**src/rtl/mem_dump_pkg.sv**
```systemverilog
// Shared types and default widths for the memory read-back engine.
// Widths match the processor's 7-bit-addressed, 32-bit data memory.
package mem_dump_pkg;

    localparam int ADDR_W_DEF = 7;
    localparam int DATA_W_DEF = 32;

    typedef enum logic [2:0] {
        ST_IDLE,
        ST_ISSUE,
        ST_CAPTURE,
        ST_PRESENT,
        ST_SUM,
        ST_FINISH
    } state_t;

endpackage

```
**src/rtl/mem_dump_reader_if.sv**
```systemverilog
// Memory read port plus the outgoing beat stream of the dump reader.
// master = reader side, slave = memory/consumer side.
interface mem_dump_reader_if #(
    parameter int ADDR_W = mem_dump_pkg::ADDR_W_DEF,
    parameter int DATA_W = mem_dump_pkg::DATA_W_DEF
) ();
    logic              mem_rd_en;
    logic [ADDR_W-1:0] mem_addr;
    logic [DATA_W-1:0] mem_rdata;
    logic              out_valid;
    logic              out_ready;
    logic [DATA_W-1:0] out_data;
    logic [ADDR_W-1:0] out_addr;
    logic              out_last;

    modport master (
        output mem_rd_en, mem_addr,
        input  mem_rdata,
        output out_valid, out_data, out_addr, out_last,
        input  out_ready
    );

    modport slave (
        input  mem_rd_en, mem_addr,
        output mem_rdata,
        input  out_valid, out_data, out_addr, out_last,
        output out_ready
    );
endinterface

```
**src/rtl/mem_dump_addr_gen.sv**
```systemverilog
// Holds the current/final dump address, steps with wrap-around and flags the end.
module mem_dump_addr_gen #(
    parameter int ADDR_W = mem_dump_pkg::ADDR_W_DEF
) (
    input  logic              clk,
    input  logic              rst,
    input  logic              load,
    input  logic              advance,
    input  logic [ADDR_W-1:0] first_addr,
    input  logic [ADDR_W-1:0] last_addr,
    output logic [ADDR_W-1:0] cur,
    output logic [ADDR_W-1:0] nxt,
    output logic              at_end
);
    logic [ADDR_W-1:0] end_addr;

    // Natural overflow of the ADDR_W-bit add gives the ring wrap.
    assign nxt    = cur + ADDR_W'(1);
    assign at_end = (cur == end_addr);

    always_ff @(posedge clk or posedge rst) begin
        if (rst) begin
            cur      <= '0;
            end_addr <= '0;
        end else if (load) begin
            cur      <= first_addr;
            end_addr <= last_addr;
        end else if (advance) begin
            cur <= nxt;
        end
    end
endmodule

```
**src/rtl/mem_dump_reader.sv**
```systemverilog
// Walks a wrapping address range, reads each word and streams (addr,data) beats.
// Optional trailing checksum beat when MEM_DUMP_CHECKSUM_EN is defined.
module mem_dump_reader
    import mem_dump_pkg::*;
#(
    parameter int ADDR_W = ADDR_W_DEF,
    parameter int DATA_W = DATA_W_DEF
) (
    input  logic              clk,
    input  logic              rst,
    input  logic              start,
    input  logic [ADDR_W-1:0] first_addr,
    input  logic [ADDR_W-1:0] last_addr,
    output logic              busy,
    output logic              done,
    mem_dump_reader_if.master bus
);
    state_t            state;
    logic [ADDR_W-1:0] cur;
    logic [ADDR_W-1:0] nxt;
    logic              at_end;
    logic              load;
    logic              advance;
    logic              hs;
`ifdef MEM_DUMP_CHECKSUM_EN
    logic [DATA_W-1:0] acc;
`endif

    // hs only feeds registers, so out_ready never reaches outputs combinationally.
    assign hs      = bus.out_valid && bus.out_ready;
    assign load    = (state == ST_IDLE) && start;
    assign advance = (state == ST_PRESENT) && hs && !at_end;

    mem_dump_addr_gen #(.ADDR_W(ADDR_W)) u_addr_gen (
        .clk        (clk),
        .rst        (rst),
        .load       (load),
        .advance    (advance),
        .first_addr (first_addr),
        .last_addr  (last_addr),
        .cur        (cur),
        .nxt        (nxt),
        .at_end     (at_end)
    );

    always_ff @(posedge clk or posedge rst) begin
        if (rst) begin
            state         <= ST_IDLE;
            bus.mem_rd_en <= 1'b0;
            bus.mem_addr  <= '0;
            bus.out_valid <= 1'b0;
            bus.out_data  <= '0;
            bus.out_addr  <= '0;
            bus.out_last  <= 1'b0;
            busy          <= 1'b0;
            done          <= 1'b0;
`ifdef MEM_DUMP_CHECKSUM_EN
            acc           <= '0;
`endif
        end else begin
            case (state)
                ST_IDLE: begin
                    if (start) begin
                        bus.mem_rd_en <= 1'b1;
                        bus.mem_addr  <= first_addr;
                        busy          <= 1'b1;
`ifdef MEM_DUMP_CHECKSUM_EN
                        acc           <= '0;
`endif
                        state         <= ST_ISSUE;
                    end
                end
                ST_ISSUE: begin
                    bus.mem_rd_en <= 1'b0;
                    state         <= ST_CAPTURE;
                end
                ST_CAPTURE: begin
                    bus.out_data  <= bus.mem_rdata[DATA_W-1:0];
                    bus.out_addr  <= cur;
`ifdef MEM_DUMP_CHECKSUM_EN
                    bus.out_last  <= 1'b0;
`else
                    bus.out_last  <= at_end;
`endif
                    bus.out_valid <= 1'b1;
                    state         <= ST_PRESENT;
                end
                ST_PRESENT: begin
                    if (hs) begin
`ifdef MEM_DUMP_CHECKSUM_EN
                        acc <= acc + bus.out_data;
`endif
                        if (!at_end) begin
                            bus.out_valid <= 1'b0;
                            bus.mem_rd_en <= 1'b1;
                            bus.mem_addr  <= nxt;
                            state         <= ST_ISSUE;
                        end else begin
`ifdef MEM_DUMP_CHECKSUM_EN
                            // Stay valid; out_addr already holds the end address.
                            bus.out_data <= acc + bus.out_data;
                            bus.out_last <= 1'b1;
                            state        <= ST_SUM;
`else
                            bus.out_valid <= 1'b0;
                            bus.out_last  <= 1'b0;
                            done          <= 1'b1;
                            busy          <= 1'b0;
                            state         <= ST_FINISH;
`endif
                        end
                    end
                end
                ST_SUM: begin
                    if (hs) begin
                        bus.out_valid <= 1'b0;
                        bus.out_last  <= 1'b0;
                        done          <= 1'b1;
                        busy          <= 1'b0;
                        state         <= ST_FINISH;
                    end
                end
                ST_FINISH: begin
                    done  <= 1'b0;
                    state <= ST_IDLE;
                end
                default: state <= ST_IDLE;
            endcase
        end
    end
endmodule
```
**src/flat_wrapper.sv**
```systemverilog
// flat-port wrapper written by rule: the top's interface ports become plain ports
module mem_dump_reader_flat import mem_dump_pkg::*;
#(
    parameter int ADDR_W = ADDR_W_DEF,
    parameter int DATA_W = DATA_W_DEF
)
  (clk, rst, start, first_addr, last_addr, busy, done, bus_mem_rd_en, bus_mem_addr, bus_mem_rdata, bus_out_valid, bus_out_data, bus_out_addr, bus_out_last, bus_out_ready);
  mem_dump_reader_if #(.ADDR_W(ADDR_W), .DATA_W(DATA_W)) bus_i ();
  input  logic clk;
  input  logic rst;
  input  logic start;
  input  logic [ADDR_W-1:0] first_addr;
  input  logic [ADDR_W-1:0] last_addr;
  output logic busy;
  output logic done;
  output wire logic [$bits(bus_i.mem_rd_en)-1:0] bus_mem_rd_en;
  output wire logic [$bits(bus_i.mem_addr)-1:0] bus_mem_addr;
  input wire logic [$bits(bus_i.mem_rdata)-1:0] bus_mem_rdata;
  output wire logic [$bits(bus_i.out_valid)-1:0] bus_out_valid;
  output wire logic [$bits(bus_i.out_data)-1:0] bus_out_data;
  output wire logic [$bits(bus_i.out_addr)-1:0] bus_out_addr;
  output wire logic [$bits(bus_i.out_last)-1:0] bus_out_last;
  input wire logic [$bits(bus_i.out_ready)-1:0] bus_out_ready;
  assign bus_mem_rd_en = bus_i.mem_rd_en;
  assign bus_mem_addr = bus_i.mem_addr;
  assign bus_i.mem_rdata = bus_mem_rdata;
  assign bus_out_valid = bus_i.out_valid;
  assign bus_out_data = bus_i.out_data;
  assign bus_out_addr = bus_i.out_addr;
  assign bus_out_last = bus_i.out_last;
  assign bus_i.out_ready = bus_out_ready;
  mem_dump_reader #(.ADDR_W(ADDR_W), .DATA_W(DATA_W)) u_core (.clk(clk), .rst(rst), .start(start), .first_addr(first_addr), .last_addr(last_addr), .busy(busy), .done(done), .bus(bus_i));
endmodule
```
**config.mk**
```make
export PLATFORM = sky130hd
export DESIGN_NAME = mem_dump_reader_flat
export DESIGN_NICKNAME = d
export VERILOG_FILES = /design/src/rtl/mem_dump_pkg.sv /design/src/rtl/mem_dump_reader_if.sv /design/src/rtl/mem_dump_addr_gen.sv /design/src/rtl/mem_dump_reader.sv /design/src/flat_wrapper.sv
export SDC_FILE = /design/constraint.sdc
export NUM_CORES = 1
export LEC_CHECK = 0
export CORE_ASPECT_RATIO = 1.75
export CORE_MARGIN = 2
export CORE_UTILIZATION = 41
export CTS_BUF_LIST = sky130_fd_sc_hd__clkbuf_8 sky130_fd_sc_hd__clkbuf_16
export DETAILED_ROUTE_END_ITERATION = 16
export GPL_ROUTABILITY_DRIVEN = 0
export PLACE_DENSITY = 0.75
export SYNTH_ARGS = -nofsm -noshare
export SYNTH_HDL_FRONTEND = slang
export SYNTH_SLANG_ARGS = --single-unit
```
**constraint.sdc**
```tcl
create_clock -name clk -period 2.4 [get_ports clk]
set_input_delay 0.72 -clock clk [delete_from_list [all_inputs] [get_ports clk]]
set_output_delay 0.72 -clock clk [all_outputs]
set_load 0.01 [all_outputs]
```
After elaboration in Yosys (flattened, before gate mapping)
Index checks and enable logic that the tools add are counted.

Equality and inequality tests: 12. Muxes and demuxes: 25. Add/subtract/negate cells: 1. Reductions and logical operators: 21.

Operators by type and width (count): $mux 7 (5); $reduce_and 4->1 (4); $pmux 3 s5 (1); $pmux 7 s2 (1); $mux 3 (4); $pmux 1 s3 (4); $reduce_bool 3->1 (4); $mux 1 (9); $ne 2x1->1 const B (4); $add 7x1->7 const B (1); $eq 7x7->1 (1); $eq 3x2->1 const B (2); $eq 3x3->1 const B (2); $reduce_bool 2->1 (3); $reduce_and 5->1 (1); $logic_and 1x1->1 (4); $ne 2x2->1 const B (2); $eq 3x1->1 const B (1); $logic_not 3->1 (1); $reduce_and 3->1 (1); $pmux 1 s2 (1); $reduce_and 2->1 (1); $reduce_or 2->1 (1); $logic_not 1->1 (1).

Register bits: 68. Output and inout port bits: 51.

Logic depth before layout (Yosys ltp)
Gate-level depths: netlist of the first run.

Depth after elaboration: 5. Depth in mapped cells: 8.

Cells and area by module
Synthesis of the first run repeated with hierarchy kept, for this count alone.

Cell total of the unflattened synthesis: 247. Area total of the unflattened synthesis: 3151.8 sq um.

Modules (own cells, without submodules): mem_dump_reader (area an instance 2313.5 sq um, instances 1, sequential area each 1351.3 sq um, cells each 165); mem_dump_addr_gen (area an instance 838.3 sq um, instances 1, sequential area each 350.3 sq um, cells each 82).

Worst setup path before layout of the first run
OpenSTA, ideal clock, no wires.

Path kind: flip-flop to flip-flop. Start point: register u_core.state[2]. End point: register u_core.bus.mem_addr[4]. Data required time: 2275 ps. Library setup time: 125 ps. Stages on the path, launching flop included: 8. Buffers on the path: 2. Clock period less this slack: 1722 ps. Setup slack: 678 ps. Arrival: 1597 ps. Path through: dfrtp_1 buf_6 and3b_1 buf_4 and3_4 a21boi_4 nor2_2 mux2_4.

Cells in the longest elaborated chain, start to end: 3. Elaborated cells on any way between the ends: 8. Classes of those cells: eq/ne (4); mux (1); reduce/logical (3).

Ends and longest elaborated chain: from (decl) (line mem_dump_reader.sv:18) `state_t state;`; from (signal assigned) (line mem_dump_reader.sv:48) `state <= ST_IDLE;`; from (signal assigned) (line mem_dump_reader.sv:70) `state <= ST_ISSUE;`; from (signal assigned) (line mem_dump_reader.sv:75) `state <= ST_CAPTURE;`; $eq 3x2->1 / $logic_not 3->1 (equally long branches) (line mem_dump_reader.sv:61) `case (state)`; $ne 2x2->1 (no line), or another cell as far along; $reduce_and 4->1 (no line); to (signal assigned) (line mem_dump_reader.sv:65) `bus.mem_addr <= first_addr;`; to (signal assigned) (line mem_dump_reader.sv:96) `bus.mem_addr <= nxt;`; to (decl) (line mem_dump_reader_if.sv:17) `output mem_rd_en, mem_addr,`.

Parallel ways exist; a longest one is shown, timed or not. A chain may end at the register's enable or synchronous reset.

Worst setup path after layout of the first run
Start point: register u_core.bus.out_valid. End point: output bus_out_valid.

RTL lines: from (decl) (line mem_dump_reader_if.sv:19) `output out_valid, out_data, out_addr, out_last,`; from (signal assigned) (line mem_dump_reader.sv:51) `bus.out_valid <= 1'b0;`; from (signal assigned) (line mem_dump_reader.sv:85) `bus.out_valid <= 1'b1;`; from (signal assigned) (line mem_dump_reader.sv:94) `bus.out_valid <= 1'b0;`; to (decl) (line flat_wrapper.sv:19) `output wire logic [$bits(bus_i.out_valid)-1:0] bus_out_valid;`.

No word-level cell between the ends.

==> results.ini, run 1 <==
[status]
status=complete, no violations

[finish]
final_nets=413
nFillCells=628
area_delta_synth_final_pct=46.8
multi_input_area_mm2=0.00119
ff_latch_area_mm2=0.00170
drive_gt1_share_pct=18.9
antenna_cells=0

[sta]
min_period_over_period_pct=85.1
timing.hold.ws_ns=0.472
fin_setup_tns_ns=0
max-slew-margin-rel_pct=65.0
setup_viol=0
period_needed_ns=2.04
final_hold_viol_count=0
skew_ns=0.00454
drv_slew=0
max_freq_mhz=490
tightest_slew_ns=0.524
grt_setup_unrepaired=no

[worst_setup_path]
crit_type=reg2out
worstRegToRegCells=6
end_kind=primary output
critPathArrivalTime_ns=1.32
crit_required_ns=1.68
crit_buf_inv=1
slowest_stage=clkdlybuf4s50_1
cp-start-kind=register
worstPathMaxFanout=7
cp_cell_sequence=clkdlybuf4s50_1
critical-path-top-delay-family=buffers and inverters
slowest_delay_ns=0.57
path_depth=1

[power_and_ir_drop]
power-per-cell-area_mw_per_mm2=1270
p_seq_share_pct=37.6
ir_worst_vdd_mv=0.637
p_sw_share_pct=31.5
p_leak_uw=0.00185
power_switching_uw=1750
comb_power_share_pct=41.9
clkPwrFrac_pct=20.5
internal-power_uw=3810

[logic_synthesis]
syn_avg_cell_area_um2=11.7
synth_nets=306
yosys-top-cells-area=dfrtp_1 (57%), mux2_2 (15%), nand2_1 (4.4%)
synth_common_cells=dfrtp_1 (68), mux2_2 (39), nand2_1 (35)
ys_seq_elements=68
synth-main-ff-cell=dfrtp_1
synthArstFlopShare_pct=100
synthesis.instances=255
synth_top_cell_by_area=dfrtp_1
ys_warn_count=0
ys_types=38
seq_area_frac_synth_pct=57.0
synth_edf_count=0
syn_area_mm2=0.00298
yosysMostFrequentCell=dfrtp_1
synth_top_area_share_pct=57.0

[hold_path]
hp-class=reg2reg
whs_path_depth=1

[placed_design]
hpwl_um=5270
portBuffers=100

[clock_network]
cts_setup_buffers=0
path_clk_slew_ns=0.05
cts.sinks=68
postCtsHoldBufs=0
numCtsBuffers=9
cts_tree=yes
htree_num_levels=3
post_cts_resized=0
clock_path_buffers=2
clock_latency_ns=0.33
cts-root-buf=clkbuf_16

[global_routing]
antenna_found_initial=0
grt_max_degree=28
grt_pass1_vias=2249
grt_usage_pct=18.4
grt_pass1_wl_um=10600
grt_overflow_total=0

[floorplanning]
row_count=41
dieArea_mm2=0.00800
io_pins=101
coreArea_mm2=0.00713
start_util_pct=41.8
die_h_um=117
chipWidth_um=68.5

[detailed_routing]
postRouteAntennaNets=0
drtIter0Drc=92
avgRoutedWirePerCell_um=15.4
via_per_inst=5.08
first_pass_iters=4
vias=2289
wirelength_um=6960
route.detailed.drc=0

[job]
max-cap-violations=0

final timing paths:
check	endpoint	slack (ns)	start
min in group asynchronous	u_core.u_addr_gen.cur[5]$_DFFE_PP0P_	0.79	rst
min	u_core.busy$_DFFE_PP0P_	0.47	u_core.busy$_DFFE_PP0P_
min reg2reg	u_core.busy$_DFFE_PP0P_	0.47	u_core.busy$_DFFE_PP0P_
max	bus_out_valid	0.36	u_core.bus.out_valid$_DFFE_PP0P_
max reg2reg	u_core.bus.mem_addr[0]$_DFFE_PP0P_	0.41	u_core.state[1]$_DFFE_PP0P_
max in group asynchronous	u_core.bus.out_addr[0]$_DFFE_PP0P_	1.13	rst
area by class of cell:
type	instances	area share, %
clock buffers	10	5.45
clock inverters	4	0.428
inverters	5	0.514
multi-input cells	168	27.2
flip-flops and latches	68	38.8
well taps	86	2.46
repair buffers	110	25.1
power by group through the flow:
stage	Combinational, uW	Clock [uW]	Sequential (uW)
floorplan	1050	0	2200
global placement	2300	0	2090
detailed placement	2350	0	2110
CTS	2360	1180	2100
global route	2530	1220	2170
finish	2330	1140	2090
cells in the final DEF (no fill, tap or decap), drive strengths merged:
cell	Yosys	final
clkbuf	4	10
buf	10	10
a221oi	1	1
o211ai	4	4
dfrtp	68	68
clkinv	0	3
clkdlybuf4s50	0	100
and3	4	4
ha	1	1
nor3	2	2
xor2	3	3
a21oi	7	7
o221ai	1	1
o21ai	15	15
xnor2	12	12
nand3	12	12
a31oi	3	3
nor2b	1	1
a21o	1	1
mux2	40	40
a211oi	2	2
nand2	35	35
clkinvlp	0	1
o22a	1	1
o22ai	1	1
nand4	1	1
a221o	1	1
and3b	1	1
and4	1	1
a21boi	2	2
inv	5	5
nor2	16	16
logic make-up (layout without fill, tap and decap cells):
logic type                 Yosys count  after routing  share of synthesized area (%)
adders and majority gates            1              1                          0.419
xor gates and xnor gates            15             15                           4.40
DFF                                 68             68                           57.0
AOI/OAI and AO/OA                   39             39                           8.39
and+or+nand+nor                     73             73                           11.2
buffers and inverters               19            129                           3.31
muxes                               40             40                           15.2
flip-flops by register name (all words and copies together), names as in the netlist:
register and cells:
u_core.bus.out_data 32, u_core.bus.mem_addr 7, u_core.bus.out_addr 7, u_core.u_addr_gen.cur 7
u_core.u_addr_gen.end_addr 7, u_core.state 3, u_core.bus.mem_rd_en 1, u_core.bus.out_last 1
u_core.bus.out_valid 1, u_core.busy 1, u_core.done 1
stage by stage:
stage / power (uW) / util (%) / instances / worst slack, ns / cell area, um^2
2_1_floorplan: 3260 / - / 255 / 0.678 / 2990
3_3_place_gp: 4390 / 57.8 / 437 / 0.192 / 4120
3_5_place_dp: 4460 / 57.8 / 437 / 0.105 / 4120
4_1_cts: 5640 / 61.4 / 451 / 0.335 / 4380
5_1_grt: 5910 / 61.4 / 451 / 0.302 / 4380
6_report: 5560 / 61.4 / 451 / 0.357 / 4380
metal layers:
| metal | vias up | track usage, % | share of wire (%) |
|---|---|---|---|
| met5 | - | 0 | 0 |
| met4 | 0 | 10.1 | 2.6 |
| met3 | 12 | 4.59 | 5.4 |
| met2 | 83 | 33.0 | 57 |
| met1 | 1092 | 18.8 | 35 |
| li1 | 1102 | - | - |
Note: power is estimated with default switching activity, not from simulation.
==> inputs of run 2 (changes only) <==
--- a/config.mk
+++ b/config.mk
@@ -7,11 +7,12 @@
 export LEC_CHECK = 0
 export CORE_ASPECT_RATIO = 1.75
 export CORE_MARGIN = 2
-export CORE_UTILIZATION = 41
+export CORE_UTILIZATION = 45
 export CTS_BUF_LIST = sky130_fd_sc_hd__clkbuf_8 sky130_fd_sc_hd__clkbuf_16
 export DETAILED_ROUTE_END_ITERATION = 16
 export GPL_ROUTABILITY_DRIVEN = 0
-export PLACE_DENSITY = 0.75
+export HOLD_SLACK_MARGIN = 0.08
+export PLACE_DENSITY = 0.78
 export SYNTH_ARGS = -nofsm -noshare
 export SYNTH_HDL_FRONTEND = slang
 export SYNTH_SLANG_ARGS = --single-unit
==> constraint.sdc (replaced) <==
create_clock -name clk -period 1.9 [get_ports clk]
set_input_delay 0.57 -clock clk [delete_from_list [all_inputs] [get_ports clk]]
set_output_delay 0.57 -clock clk [all_outputs]
set_load 0.01 [all_outputs]
==> run 2 against run 1 <==
Net effect:
- worst setup slack got worse by 0.28 ns
- final cell count up 1.6%
- non-clock buffer count increased by 9
- first-iteration DRC count rose by 52%
- clock power rose by 76%
- sequential cell count stayed put
- die area is 8.5% lower
- clock skew is essentially flat
- count of clock-buffer cells in the layout is the same
- via count is 0.87% higher
- utilization up 8.8 points
- register-to-register slack got worse by 0.25 ns
- critical endpoint is now bus_mem_addr[3]
- highest routed layer unchanged
==> results.ini, run 2 (same netlist as run 1, synthesis figures left out) <==
[sta]
period_needed_ns=1.82
drv_slew=0  ; unchanged
skew_ns=0.00461  ; was 0.00454 ns
setup_viol=0  ; unchanged
max-slew-margin-rel_pct=76.0  ; was 65.0%
grt_setup_unrepaired=no  ; unchanged
max_freq_mhz=549
final_hold_viol_count=0  ; unchanged
fin_setup_tns_ns=0  ; unchanged
min_period_over_period_pct=95.8
tightest_slew_ns=0.360  ; was 0.524 ns

[power_and_ir_drop]
p_seq_share_pct=33.3  ; was 37.6%
internal-power_uw=5460  ; was 3810 uW
p_leak_uw=0.00196  ; was 0.00185 uW
clkPwrFrac_pct=25.9  ; was 20.5%
power_switching_uw=2270  ; was 1750 uW
power-per-cell-area_mw_per_mm2=1700  ; was 1270 mW/mm^2
ir_worst_vdd_mv=1.21  ; was 0.637 mV
p_sw_share_pct=29.3  ; was 31.5%
total_power_uw=7730  ; was 5560 uW
comb_power_share_pct=40.7  ; was 41.9%

[worst_setup_path]
slowest_stage=clkdlybuf4s50_1  ; unchanged
critical-path-top-delay-family=buffers and inverters  ; unchanged
crit_required_ns=1.33  ; was 1.68 ns
crit_buf_inv=1  ; unchanged
r2r_slack_ns=0.16  ; was 0.41 ns
r2r-end=u_core.busy$_DFFE_PP0P_  ; was u_core.bus.mem_addr[0]$_DFFE_PP0P_
worstPathMaxFanout=2  ; was 7
crit_type=reg2out  ; unchanged
cp_cell_sequence=clkdlybuf4s50_1  ; unchanged
cp-start-kind=register  ; unchanged
end_kind=primary output  ; unchanged
critPathArrivalTime_ns=1.25  ; was 1.32 ns
slowest_delay_ns=0.56  ; was 0.57 ns
worst_r2r_startpoint=u_core.u_addr_gen.cur[5]$_DFFE_PP0P_  ; was u_core.state[1]$_DFFE_PP0P_
worstRegToRegCells=6  ; unchanged

[finish]
fin_cells=458  ; was 451
mostFrequentLayoutCells=clkdlybuf4s50_1 (99), dfrtp_1 (67), mux2_2 (39)  ; was clkdlybuf4s50_1 (100), dfrtp_1 (68), mux2_2 (39)
antenna_cells=0  ; unchanged
drive_gt1_share_pct=21.3  ; was 18.9%
final_nets=422  ; was 413
mostFrequentLayoutCell=clkdlybuf4s50_1  ; unchanged
largest_reg_flops=32  ; unchanged
area_delta_synth_final_pct=52.7  ; was 46.8%
top_register=u_core.bus.out_data  ; unchanged

[detailed_routing]
wirelength_um=7110  ; was 6960 um
postRouteAntennaNets=0  ; unchanged
via_per_inst=5.04  ; was 5.08
route.detailed.drc=0  ; unchanged
first_pass_iters=4  ; unchanged
drtIter0Drc=140  ; was 92
avgRoutedWirePerCell_um=15.5  ; was 15.4 um
vias=2309  ; was 2289

[floorplanning]
row_count=39  ; was 41
chipWidth_um=65.6  ; was 68.5 um
io_pins=101  ; unchanged
dieArea_mm2=0.00732  ; was 0.00800 mm^2
coreArea_mm2=0.00649  ; was 0.00713 mm^2
start_util_pct=46.0  ; was 41.8%
die_h_um=112  ; was 117 um

[global_routing]
grt_max_degree=69  ; was 28
grt_usage_pct=21.4  ; was 18.4%
grt_overflow_total=0  ; unchanged
antenna_found_initial=0  ; unchanged
grt_pass1_wl_um=11700  ; was 10600 um
grt_pass1_vias=2400  ; was 2249

[clock_network]
path_clk_slew_ns=0.05  ; about the same
cts_setup_buffers=0  ; unchanged
clock_path_buffers=2  ; unchanged
cts.sinks=68  ; unchanged
clock_latency_ns=0.32  ; was 0.33 ns
cts-root-buf=clkbuf_16  ; unchanged
htree_num_levels=3  ; unchanged
numCtsBuffers=9  ; unchanged
cts_tree=yes  ; unchanged

[placed_design]
hpwl_um=5180  ; was 5270 um
dp_cells=442  ; was 437
portBuffers=100  ; unchanged

[hold_path]
min_from=u_core.busy$_DFFE_PP0P_  ; unchanged
hp-class=reg2reg  ; unchanged
hold_end=u_core.busy$_DFFE_PP0P_  ; unchanged
whs_path_depth=1  ; unchanged

[job]
max-cap-violations=0  ; unchanged

[status]
status=complete, no violations  ; unchanged

## run 2: cell types whose count changed in the layout (fill, tap and decap cells not counted), sizes merged
cell           before  now
inv                 5    6
bufinv              0    4
dlymetal6s2s        0    1
clkdlybuf4s50     100   99
clkinv              3    0
buf                10   19
## run 2: repair_timing
item                       CTS  global route
setup endpoints to repair    1             8
hold buffers                 0             0
pin swaps                    0             0
resized for setup            1             2
## run 2: cell type report
type / count / area, um^2
Inverter: 5 / 22.5
Tap cell: 82 / 103
Sequential cell: 68 / 1700
Clock inverter: 6 / 128
Clock buffer: 10 / 239
Multi-Input combinational cell: 168 / 1190
Timing Repair Buffer: 119 / 1170
Fill cell: 489 / 1930
## run 2: worst max path at each step
stage,cells past startpoint,startpoint,endpoint
after floorplan,7,u_core.state[2]$_DFFE_PP0P_,u_core.bus.mem_addr[4]$_DFFE_PP0P_
after CTS,1,u_core.bus.out_valid$_DFFE_PP0P_,bus_out_valid
after global placement,6,bus_out_ready,u_core.bus.mem_addr[6]$_DFFE_PP0P_
final,1,u_core.bus.mem_addr[3]$_DFFE_PP0P_,bus_mem_addr[3]
after global routing,5,u_core.u_addr_gen.cur[1]$_DFFE_PP0P_,u_core.busy$_DFFE_PP0P_
after detailed placement,6,bus_out_ready,u_core.u_addr_gen.cur[6]$_DFFE_PP0P_
## run 2: stage by stage
step	cell area (um^2)	util, %	hold WS, ns	worst slack [ns]
final	4560	70.2	0.471	0.0792
after global routing	4560	70.2	0.514	0.0167
after CTS	4550	70.2	0.476	0.0100
after detailed placement	4190	64.5	0.464	-0.0917
after global placement	4190	64.5	0.463	-0.0681
after floorplan	2990	-	0.467	0.178
## run 2: per-layer routing
layer  wire length [um]  vias up  GRT usage [%]
met4                278        0           11.3
met5                  0        -              0
met2               4000       75           37.9
met1               2540     1102           22.4
met3                295       20           5.66
li1                   -     1112              -
## run 2: power groups by stage
stage | logic [uW] | clock network [uW] | registers, uW
6_report | 3150 | 2010 | 2580
5_1_grt | 3420 | 2120 | 2660
4_1_cts | 3190 | 2050 | 2580
3_5_place_dp | 3160 | 0 | 2590
3_3_place_gp | 3100 | 0 | 2560
2_1_floorplan | 1330 | 0 | 2780
==> inputs of run 3 (changes only) <==
--- a/config.mk
+++ b/config.mk
@@ -5,14 +5,17 @@
 export SDC_FILE = /design/constraint.sdc
 export NUM_CORES = 1
 export LEC_CHECK = 0
+export CAP_MARGIN = 15
+export CELL_PAD_IN_SITES_DETAIL_PLACEMENT = 1
+export CELL_PAD_IN_SITES_GLOBAL_PLACEMENT = 1
 export CORE_ASPECT_RATIO = 1.75
 export CORE_MARGIN = 2
-export CORE_UTILIZATION = 45
+export CORE_UTILIZATION = 35
 export CTS_BUF_LIST = sky130_fd_sc_hd__clkbuf_8 sky130_fd_sc_hd__clkbuf_16
 export DETAILED_ROUTE_END_ITERATION = 16
 export GPL_ROUTABILITY_DRIVEN = 0
 export HOLD_SLACK_MARGIN = 0.08
-export PLACE_DENSITY = 0.78
+export PLACE_DENSITY = 0.79
 export SYNTH_ARGS = -nofsm -noshare
 export SYNTH_HDL_FRONTEND = slang
 export SYNTH_SLANG_ARGS = --single-unit
==> run 3 against run 2 <==
Net effect:
- clock skew down 0.0021 ns
- utilization is 16 points lower
- hold slack improved by 0.026 ns
- critical path type unchanged
==> results.ini, run 3 (same netlist as run 1, synthesis figures left out) <==
[worst_setup_path]
slowest_delay_ns=0.56  ; about the same
critPathArrivalTime_ns=1.28  ; was 1.25 ns
startpoint=u_core.done$_DFFE_PP0P_  ; was u_core.bus.mem_addr[3]$_DFFE_PP0P_
critical-path-top-delay-family=buffers and inverters  ; unchanged
worstPathMaxFanout=4  ; was 2
slowest_stage=clkdlybuf4s50_1  ; unchanged
cp_cell_sequence=clkdlybuf4s50_1  ; unchanged
crit_type=reg2out  ; unchanged
crit_buf_inv=1  ; unchanged
cp-start-kind=register  ; unchanged
end_kind=primary output  ; unchanged
worst_r2r_startpoint=u_core.u_addr_gen.cur[0]$_DFFE_PP0P_  ; was u_core.u_addr_gen.cur[5]$_DFFE_PP0P_
crit_required_ns=1.33  ; about the same

[global_routing]
grt_overflow_total=0  ; unchanged
grt_pass1_vias=2723  ; was 2400
grt_pass1_wl_um=13100  ; was 11700 um
use_met2_pct=34.8  ; was 37.9%
antenna_found_initial=0  ; unchanged
grt_max_degree=69  ; unchanged
grt_use_met1_pct=18.2  ; was 22.4%
grt-busiest-layer=met2  ; unchanged
use_met3_pct=4.72  ; was 5.66%
grt_usage_pct=18.7  ; was 21.4%

[detailed_routing]
postRouteAntennaNets=0  ; unchanged
vias=2402  ; was 2309
drtIter0Drc=45  ; was 140
via_per_inst=4.86  ; was 5.04
avgRoutedWirePerCell_um=16.4  ; was 15.5 um
route.detailed.drc=0  ; unchanged
first_pass_iters=4  ; unchanged
wirelength_um=8120  ; was 7110 um

[finish]
ff_latch_area_mm2=0.00170  ; about the same
multi_input_area_mm2=0.00119  ; unchanged
mostFrequentLayoutCell=clkdlybuf4s50_1  ; unchanged
drive_gt1_share_pct=21.9  ; was 21.3%
final_nets=426  ; was 422
top_register=u_core.bus.out_data  ; unchanged
fin_area_mm2=0.00455  ; was 0.00456 mm^2
fin_cells=494  ; was 458
mostFrequentLayoutCells=clkdlybuf4s50_1 (100), dfrtp_1 (68), mux2_2 (39)  ; was clkdlybuf4s50_1 (99), dfrtp_1 (67), mux2_2 (39)
largest_reg_flops=32  ; unchanged
nFillCells=894  ; was 489
area_delta_synth_final_pct=52.4  ; was 52.7%
antenna_cells=0  ; unchanged

[floorplanning]
io_pins=101  ; unchanged
start_util_pct=35.9  ; was 46.0%
coreArea_mm2=0.00831  ; was 0.00649 mm^2
dieArea_mm2=0.00931  ; was 0.00732 mm^2
die_h_um=126  ; was 112 um
chipWidth_um=73.8  ; was 65.6 um
row_count=44  ; was 39

[clock_network]
clock_latency_ns=0.33  ; was 0.32 ns
numCtsBuffers=9  ; unchanged
cts_tree=yes  ; unchanged
htree_num_levels=3  ; unchanged
cts_setup_buffers=0  ; unchanged
cts.sinks=68  ; unchanged
postCtsHoldBufs=0  ; unchanged
post_cts_resized=0  ; was 1
cts-root-buf=clkbuf_16  ; unchanged
clock_path_buffers=2  ; unchanged
path_clk_slew_ns=0.05  ; about the same

[sta]
max-slew-margin-rel_pct=75.3  ; was 76.0%
drv_slew=0  ; unchanged
min_period_over_period_pct=97.4  ; was 95.8%
tightest_slew_ns=0.371  ; was 0.360 ns
grt_setup_unrepaired=no  ; unchanged
period_needed_ns=1.85  ; was 1.82 ns
max_freq_mhz=540  ; was 549 MHz
setup_viol=0  ; unchanged
skew_ns=0.00249  ; was 0.00461 ns
final_hold_viol_count=0  ; unchanged
timing.hold.ws_ns=0.497  ; was 0.471 ns
fin_ws_ns=0.0492  ; was 0.0792 ns

[power_and_ir_drop]
power-per-cell-area_mw_per_mm2=1620  ; was 1700 mW/mm^2
ir_worst_vdd_mv=0.708  ; was 1.21 mV
p_leak_uw=0.00193  ; was 0.00196 uW

[job]
max-cap-violations=0  ; unchanged

[placed_design]
portBuffers=100  ; unchanged
dp_cells=479  ; was 442
hpwl_um=6160  ; was 5180 um
dpl_cell_area_mm2=0.00426  ; was 0.00419 mm^2
dp_slack_ns=-0.264  ; was -0.0917 ns

[hold_path]
hp-class=reg2reg  ; unchanged
min_from=u_core.u_addr_gen.end_addr[2]$_DFFE_PP0P_  ; was u_core.busy$_DFFE_PP0P_

[status]
status=complete, no violations  ; unchanged

## run 3: cell count changes in the layout (fill, tap and decap cells not counted), sizes merged
cell / change
dlymetal6s2s: -1
bufinv: -4
clkinv: +1
clkbuf: +3
clkdlybuf4s50: +1
buf: +4
inv: -1
## run 3: path summary, 6_finish.rpt
path | end | slack [ns] | cells after the start
setup reg to reg | u_core.u_addr_gen.cur[6]$_DFFE_PP0P_ | 0.14 | 6
min in group asynchronous | u_core.bus.out_data[14]$_DFFE_PP0P_ | 0.70 | 3
hold reg to reg | u_core.u_addr_gen.end_addr[2]$_DFFE_PP0P_ | 0.50 | 2
setup / recovery | done | 0.05 | 1
max in group asynchronous | u_core.bus.out_data[0]$_DFFE_PP0P_ | 0.90 | 3
hold / removal | u_core.u_addr_gen.end_addr[2]$_DFFE_PP0P_ | 0.50 | 2
## run 3: metal layers
layer,vias to the layer above,part of all wire [%]
li1,1122,-
met1,1192,35
met2,71,58
met3,17,3.5
met4,0,3.0
met5,-,0
## run 3: stage by stage
| stage | power, uW | utilization (%) | TNS [ns] |
|---|---|---|---|
| 2_1_floorplan | 4110 | - | 0 |
| 3_3_place_gp | 5710 | 51.2 | -1.55 |
| 3_5_place_dp | 5860 | 51.2 | -2.27 |
| 4_1_cts | 7500 | 54.7 | 0 |
| 5_1_grt | 7830 | 54.7 | 0 |
| 6_report | 7380 | 54.7 | 0 |
## run 3: where the power goes
part | switching, uW | internal (uW) | leakage, uW
sequential | 444 | 2150 | 0.000810
clock | 574 | 1010 | 0.000149
combinational | 1310 | 1890 | 0.000968
total | 2330 | 5050 | 0.00193
## run 3: cell type report
cell class                 instances  share of cell area, %
clock buffer                      13                   6.16
clock inverter                     2                  0.193
inverter                           5                  0.495
timing repair buffer             123                   26.4
tap                              115                   3.16
sequential                        68                   37.4
multi-input combinational        168                   26.2
